===== src/rtl/dma_priority_arbiter.sv =====
// dma_priority_arbiter: qualifies DREQ/software requests and picks a channel by fixed or rotating priority.
// It also runs the HRQ/HLDA handshake and drives DACK and the active-channel index.
module dma_priority_arbiter #(
  parameter int NUM_CH = 4,
  parameter int CH_W   = $clog2(NUM_CH)
) (
  input  logic              clk,
  input  logic              rst_n,
  input  logic [NUM_CH-1:0] i_dreq,
  input  logic [7:0]        i_command_reg,
  input  logic [NUM_CH-1:0] i_mask_reg,
  input  logic [NUM_CH-1:0] i_request_reg,
  input  logic              i_hlda,
  input  logic              i_xfer_done,
  output logic              o_hrq,
  output logic [NUM_CH-1:0] o_dack,
  output logic [CH_W-1:0]   o_active_ch,
  output logic              o_ch_valid,
  output logic [NUM_CH-1:0] o_req_clr,
  output logic              o_abort_pulse
);
  typedef enum logic [1:0] {IDLE, REQ, ACTIVE, RELEASE} state_t;
  state_t            r_state, w_next;
  logic [NUM_CH-1:0] w_dreq_s, w_pending, w_sel, w_grant, r_req_clr;
  logic [CH_W-1:0]   r_active_ch, r_prio_ptr, w_base, w_win;
  logic              r_abort, w_done, w_abort, w_unused;
  assign w_unused  = ^{i_command_reg[5], i_command_reg[3], i_command_reg[1:0]};
  assign w_dreq_s  = i_command_reg[6] ? ~i_dreq : i_dreq;
  assign w_pending = (w_dreq_s & ~i_mask_reg) | i_request_reg;
  assign w_base    = i_command_reg[4] ? r_prio_ptr : '0;
  // Scan from lowest priority upward so the first pending channel after w_base wins.
  always_comb begin
    w_win = '0;
    for (int i = NUM_CH - 1; i >= 0; i--)
      if (w_pending[(int'(w_base) + i) % NUM_CH]) w_win = CH_W'((int'(w_base) + i) % NUM_CH);
  end
  assign w_done  = (r_state == ACTIVE) && i_xfer_done;
  assign w_abort = (r_state == ACTIVE) && !i_xfer_done && !i_hlda;
  always_comb begin
    w_next = r_state;
    case (r_state)
      IDLE:    if (|w_pending && !i_command_reg[2]) w_next = REQ;
      REQ:     if (w_pending == '0 || i_command_reg[2]) w_next = IDLE;
               else if (i_hlda) w_next = ACTIVE;
      ACTIVE:  w_next = w_done ? RELEASE : (w_abort ? IDLE : ACTIVE);
      RELEASE: if (!i_hlda) w_next = IDLE;
      default: w_next = IDLE;
    endcase
  end
  always_ff @(posedge clk or negedge rst_n) begin
    if (!rst_n) begin
      r_state     <= IDLE;
      r_active_ch <= '0;
      r_prio_ptr  <= '0;
      r_req_clr   <= '0;
      r_abort     <= 1'b0;
    end else begin
      r_state <= w_next;
      if (r_state == REQ && w_next == ACTIVE) r_active_ch <= w_win;
      // Only a software request bit that is actually set needs clearing.
      r_req_clr <= w_done ? (w_sel & i_request_reg) : '0;
      r_abort   <= w_abort;
      if (w_done && i_command_reg[4]) r_prio_ptr <= CH_W'((int'(r_active_ch) + 1) % NUM_CH);
    end
  end
  assign w_sel         = {{(NUM_CH-1){1'b0}}, 1'b1} << r_active_ch;
  assign w_grant       = (r_state == ACTIVE) ? w_sel : '0;
  assign o_dack        = i_command_reg[7] ? w_grant : ~w_grant;
  assign o_hrq         = (r_state == REQ) || (r_state == ACTIVE);
  assign o_ch_valid    = (r_state == ACTIVE);
  assign o_active_ch   = r_active_ch;
  assign o_req_clr     = r_req_clr;
  assign o_abort_pulse = r_abort;
endmodule

===== config.mk =====
export PLATFORM = sky130hd
export DESIGN_NAME = dma_priority_arbiter
export DESIGN_NICKNAME = d
export VERILOG_FILES = /design/src/rtl/dma_priority_arbiter.sv
export SDC_FILE = /design/constraint.sdc
export NUM_CORES = 1
export LEC_CHECK = 0
export CORE_AREA = 2 2 45 63
export DETAILED_ROUTE_END_ITERATION = 7
export DIE_AREA = 0 0 47 65
export MAX_ROUTING_LAYER = met4
export PLACE_DENSITY = 0.72
export SKIP_CTS_REPAIR_TIMING = 1
export SLEW_MARGIN = 20
export SYNTH_ARGS = -nofsm -noshare
export SYNTH_HDL_FRONTEND = slang
export SYNTH_SLANG_ARGS = --single-unit

===== constraint.sdc =====
create_clock -name clk -period 1.85 [get_ports clk]
set_clock_uncertainty 0.05 [all_clocks]
set_input_delay 0.37 -clock clk [delete_from_list [all_inputs] [get_ports clk]]
set_output_delay 0.37 -clock clk [all_outputs]
set_load 0.03 [all_outputs]

======== Word-level counts from Yosys, hierarchy flattened ========
Cells that the tools add are included.
Widths: inputs -> output; s select.
storage, ports and cells
  register bits ........................... 11
  output and inout bits ................... 13
  input bits .............................. 24
cells by class
  eq/ne operators ......................... 4
  magnitude comparators ................... 4
  add/sub/neg operators ................... 4
  bitwise operators ....................... 9
  multiplexer cells ....................... 27
  reductions and logical operators ........ 17
  shift-type cells ........................ 1
operators by type and width
  kind                 number
  $mux 2               11
  $mux 4               4
  $lt 3x4->1 const B   3
  $not 4->4            3
  $and 4x4->4          2
  $bmux 1 s2           4
  $pmux 2 s4           1
  $mux 1               7
  $eq 2x2->1 const B   3
  $logic_and 1x1->1    6
  $reduce_or 2->1      3
  $add 2x1->2 const B  2
  $add 2x2->2 const B  2
  $logic_not 4->1      1
  $or 4x4->4           1
  $reduce_or 4->1      1
  $shl 1x2->4 const A  1
  $and 1x1->1 const A  3
  $logic_not 1->1      3
  $lt 2x3->1 const B   1
  $eq 2x1->1 const B   1
  $logic_not 2->1      1
  $logic_or 1x1->1     2

======== Logic depth before layout (Yosys ltp) ========
  word-level depth ........................ 11
  mapped depth ............................ 8

======== Least setup slack after synthesis ========
OpenSTA, ideal clock, no wires.
  kind .................................... reg2reg
  start ................................... reg r_state[0]
  end ..................................... reg r_active_ch[1] (netlist: o_active_ch[1])
  period minus slack after synthesis ...... 2004 ps
  buffers on the path ..................... 0
  setup slack ............................. -154 ps
  required time ........................... 1675 ps
  data arrival time ....................... 1829 ps
  cell stages (with the launch flop) ...... 8
  cell sequence ........................... dfrtp_1 inv_1 ha_1 nand2_1 o21ai_0 o21a_1 nand4b_2 mux2_4
between the ends
  elaborated cells on any way between the ends .. 16
RTL lines
  item                      line  text
  start: declaration        23    state_t r_state, w_next;
  start signal: assignment  58    r_state <= w_next;
  $eq 2x2->1 (*)            --
  net o_ch_valid            18    output logic o_ch_valid,
  $logic_and 1x1->1         37    assign w_done = (r_state == ACTIVE) && i_xfer_done;
  $mux 2                    45    ACTIVE: w_next = w_done ? RELEASE : (w_abort ? IDLE : ACTIVE);
  $pmux 2 s4 (*)            41    case (r_state)
  net w_next[0]             23
  $eq 2x2->1 (*)            59    if (r_state == REQ && w_next == ACTIVE) r_active_ch <= w_win;
  $logic_and 1x1->1 (*)     59
  end signal: assignment    59
  end: declaration          25    logic [CH_W-1:0] r_active_ch, r_prio_ptr, w_base, w_win;
Mark *: on every way through the listed nets, which the timed path passes. The rest lies on a longest branch.
A chain may end at the register's enable or synchronous reset.

======== Worst setup path in the final report ========
  start ................................... reg r_state[1]
  end ..................................... reg r_active_ch[1] (netlist: o_active_ch[1])
between the ends
  word-level cells in the longest chain between the ends .. 8
  elaborated cells on any way between the ends .. 16
RTL lines
  item                            line        text
  $eq 2x2->1                      37, 38, 41
  $logic_and 1x1->1 (2 in a row)  38          assign w_abort = (r_state == ACTIVE) && !i_xfer_done && !i_hlda;
  $mux 2 (2 in a row)             45
  $pmux 2 s4                      41
  $eq 2x2->1                      59
  $logic_and 1x1->1 (*)           59
Every way passes the cells marked *; elsewhere a longest branch is shown, timed or not.

==> summary.txt <==
run status: complete, but fails checks
failing checks: negative setup slack
clock sinks: 11
GR Util met3: 0.0195
Max-Slew Margin vs Limit: 0.635
cell internal pwr: 1.02 mW
initial antenna violation count: 0
Die Wd: 47 um
core area: 0.00253 mm2
pwr dens: 1220 mW/mm2
VDD IR max: 1.18 mV
diode count: 0
commonest non-fill, non-tap cells in the layout: 23 x buf_4, 14 x clkdlybuf4s50_1, 11 x nand2_1, 11 x nor2_1, 11 x dlymetal6s2s_1
Simple-Gate Fraction of Synth Area: 0.180
Synth Warn #: 0
global-route wire length before repair: 4010 um
Post-Synthesis Cell Area: 898 um2
Final Slew Violations: 0
I/O Buffers: 32
worst path bufs/invs: 1
die height: 65 um
slowest cell on the critical path: dfrtp_1
WP data required: 1970 ps
CTS H-tree depth: 1
Yosys cell types: 31
nets@finish: 190
Adder-Cell Fraction of Synth Area: 0.111
Hold Path Class: input pin to async pin
Detailed Place HPWL: 2040 um
cells after synthesis: 102
Lkg Pwr: 0.812 nW
synthesis-stage register bit count: 11
clock slew at reported path FFs: 80 ps
# IOs: 37
Synth Area in Compound Gates: 0.226
cell depth of the worst flop-to-flop path: 8
worst setup path category: flop to flop
Logic pwr share: 0.688
Root Driver: clkbuf_4
area leader, netlist: dfrtp_1
worst r2r dst: o_active_ch[1]
1st-pass router iterations: 4
CP arrival: 2010 ps
Routed WL: 2770 um
DRT antenna net count: 0
dpl ws: -632 ps
DR vias: 934
Sw Share: 0.465
switching power: 0.892 mW
Area contributors post-synth: dfrtp_1 31%, ha_1 11%, xor2_1 6.8%
Final Cycle Share: 1.02
# Max-Cap Violations: 0
syn nets: 134
Max Root-Sink Buffers: 2
largest net degree at the start of global routing: 12
crit path from: r_state[1]
fmax: 529 MHz
Clock Power Share: 0.091
per-cell routed wire length: 14.4 um
fin cells: 193
crit path cell chain: ha_2, a31oi_1, nor2_1, nor2_1, o21ai_0, buf_4, nand4b_4, mux2_4
Post-synth EDFFs: 0
GPL Wtd Cong: 0.919
CP peak stage delay: 450 ps
sequential power share: 0.222
Startpoint Class: flop
Total Die Area: 0.00306 mm2
largest family of logic cells by synthesized area: compound AO/OA/AOI/OAI gates
CP Capture Type: flop
vias in the first global route: 957
gr usage total: 0.188
placed cells: 186
share of the synthesized area in the top cell type: 0.306
Top FF cell, synth: dfrtp_1
CP endpoint: o_active_ch[1]
Seq/Total Area, Yosys: 0.306
final setup violation count: 6
Worst path most repeated cell: nor2_1
total global routing overflow: 0
Worst Tran Pin Value: 546 ps
Avg Inst Size Synth: 8.81 um2
XOR/XNOR Fraction of Synth Area: 0.0877
CP max FO: 4
Rows: 22
Levels on crit path: 8
RSZ-0062 raised after global routing: true
Initial Utilization: 0.355
final hold vios: 0
Clock Latency Late Sink: 280 ps
layout cells sized above 1: 0.369
M2 GR Usage: 0.339
P&R area growth vs syn: 74.7%
vias per cell: 4.84
FF-to-FF Start: r_state[1]
DRC Markers: 0
async set-or-reset flop fraction in the synthesized netlist: 1.00
Reg2Reg Setup Slack: -40 ps
CP top delay family: flip-flops
setup ws final: -39.3 ps
GRT met1 Usage: 0.189
CTS tree: built
mux share of post-synthesis cell area: 0.0515
total CTS buffers: 3
1st-iter DRT viols: 26
Tmin final: 1890 ps
Most Crowded Layer GR: met2
commonest non-fill, non-tap cell in the layout: buf_4
-- cell families (layout without fill, tap and decap cells) --
kind of cell,after synthesis,in the layout
simple gates,35,35
compound gates,26,26
flops,11,11
xor+xnor,9,9
buf+inv,9,64
fa+ha+maj,8,8
mux,4,4
-- cell usage after synthesis (all sizes together), types with 4 or more instances --
| master | count |
|---|---|
| nor2 | 12 |
| xor2 | 7 |
| nand2 | 15 |
| a21oi | 4 |
| o21ai | 9 |
| inv | 8 |
| ha | 8 |
| dfrtp | 11 |
-- registers in the layout, indices dropped and copies added (netlist names) --
signal and flops:
o_req_clr 4, o_active_ch 2, r_prio_ptr 2, r_state 2, o_abort_pulse 1
-- stage by stage --
stage	hold slack (ps)	utilization	cell area (um2)	power, mW	TNS, ps
floorplan	24.4	-	925	1.13	-22.8
global placement	551	0.552	1400	1.55	-1340
detailed placement	556	0.552	1400	1.57	-1540
CTS	402	0.563	1430	1.75	-1250
global route	431	0.620	1570	2.05	-469
finish	388	0.620	1570	1.92	-155
-- power groups by stage --
stage / Sequential, mW / Combinational [mW] / Clock, mW
final: 0.425 / 1.32 / 0.174
after detailed placement: 0.421 / 1.15 / 0
after global placement: 0.416 / 1.13 / 0
after CTS: 0.415 / 1.16 / 0.176
after floorplan: 0.446 / 0.682 / 0
after global routing: 0.433 / 1.43 / 0.191
-- layer usage --
metal / vias up / wire length (um)
met5: - / 0
met4: 0 / 70
met3: 7 / 100
met2: 31 / 1610
met1: 441 / 992
li1: 455 / -
-- final cells by class --
type                       instances  area (um2)
inverter                           8        30.0
timing repair buffer              52         489
fill                             228         963
tap                               36        45.0
multi-input combinational         82         702
clock buffer                       4        26.3
sequential                        11         277
-- worst min-delay path by stage --
stage / cells past startpoint / end / startpoint
finish: 1 / r_state[1] / rst_n
global route: 1 / r_state[0] / rst_n
CTS: 1 / r_state[1] / rst_n
detailed placement: 1 / o_active_ch[1] / o_active_ch[1]
global placement: 1 / r_prio_ptr[0] / o_active_ch[0]
floorplan: 0 / o_abort_pulse / rst_n
No activity file was read; power rests on OpenSTA's default activity.
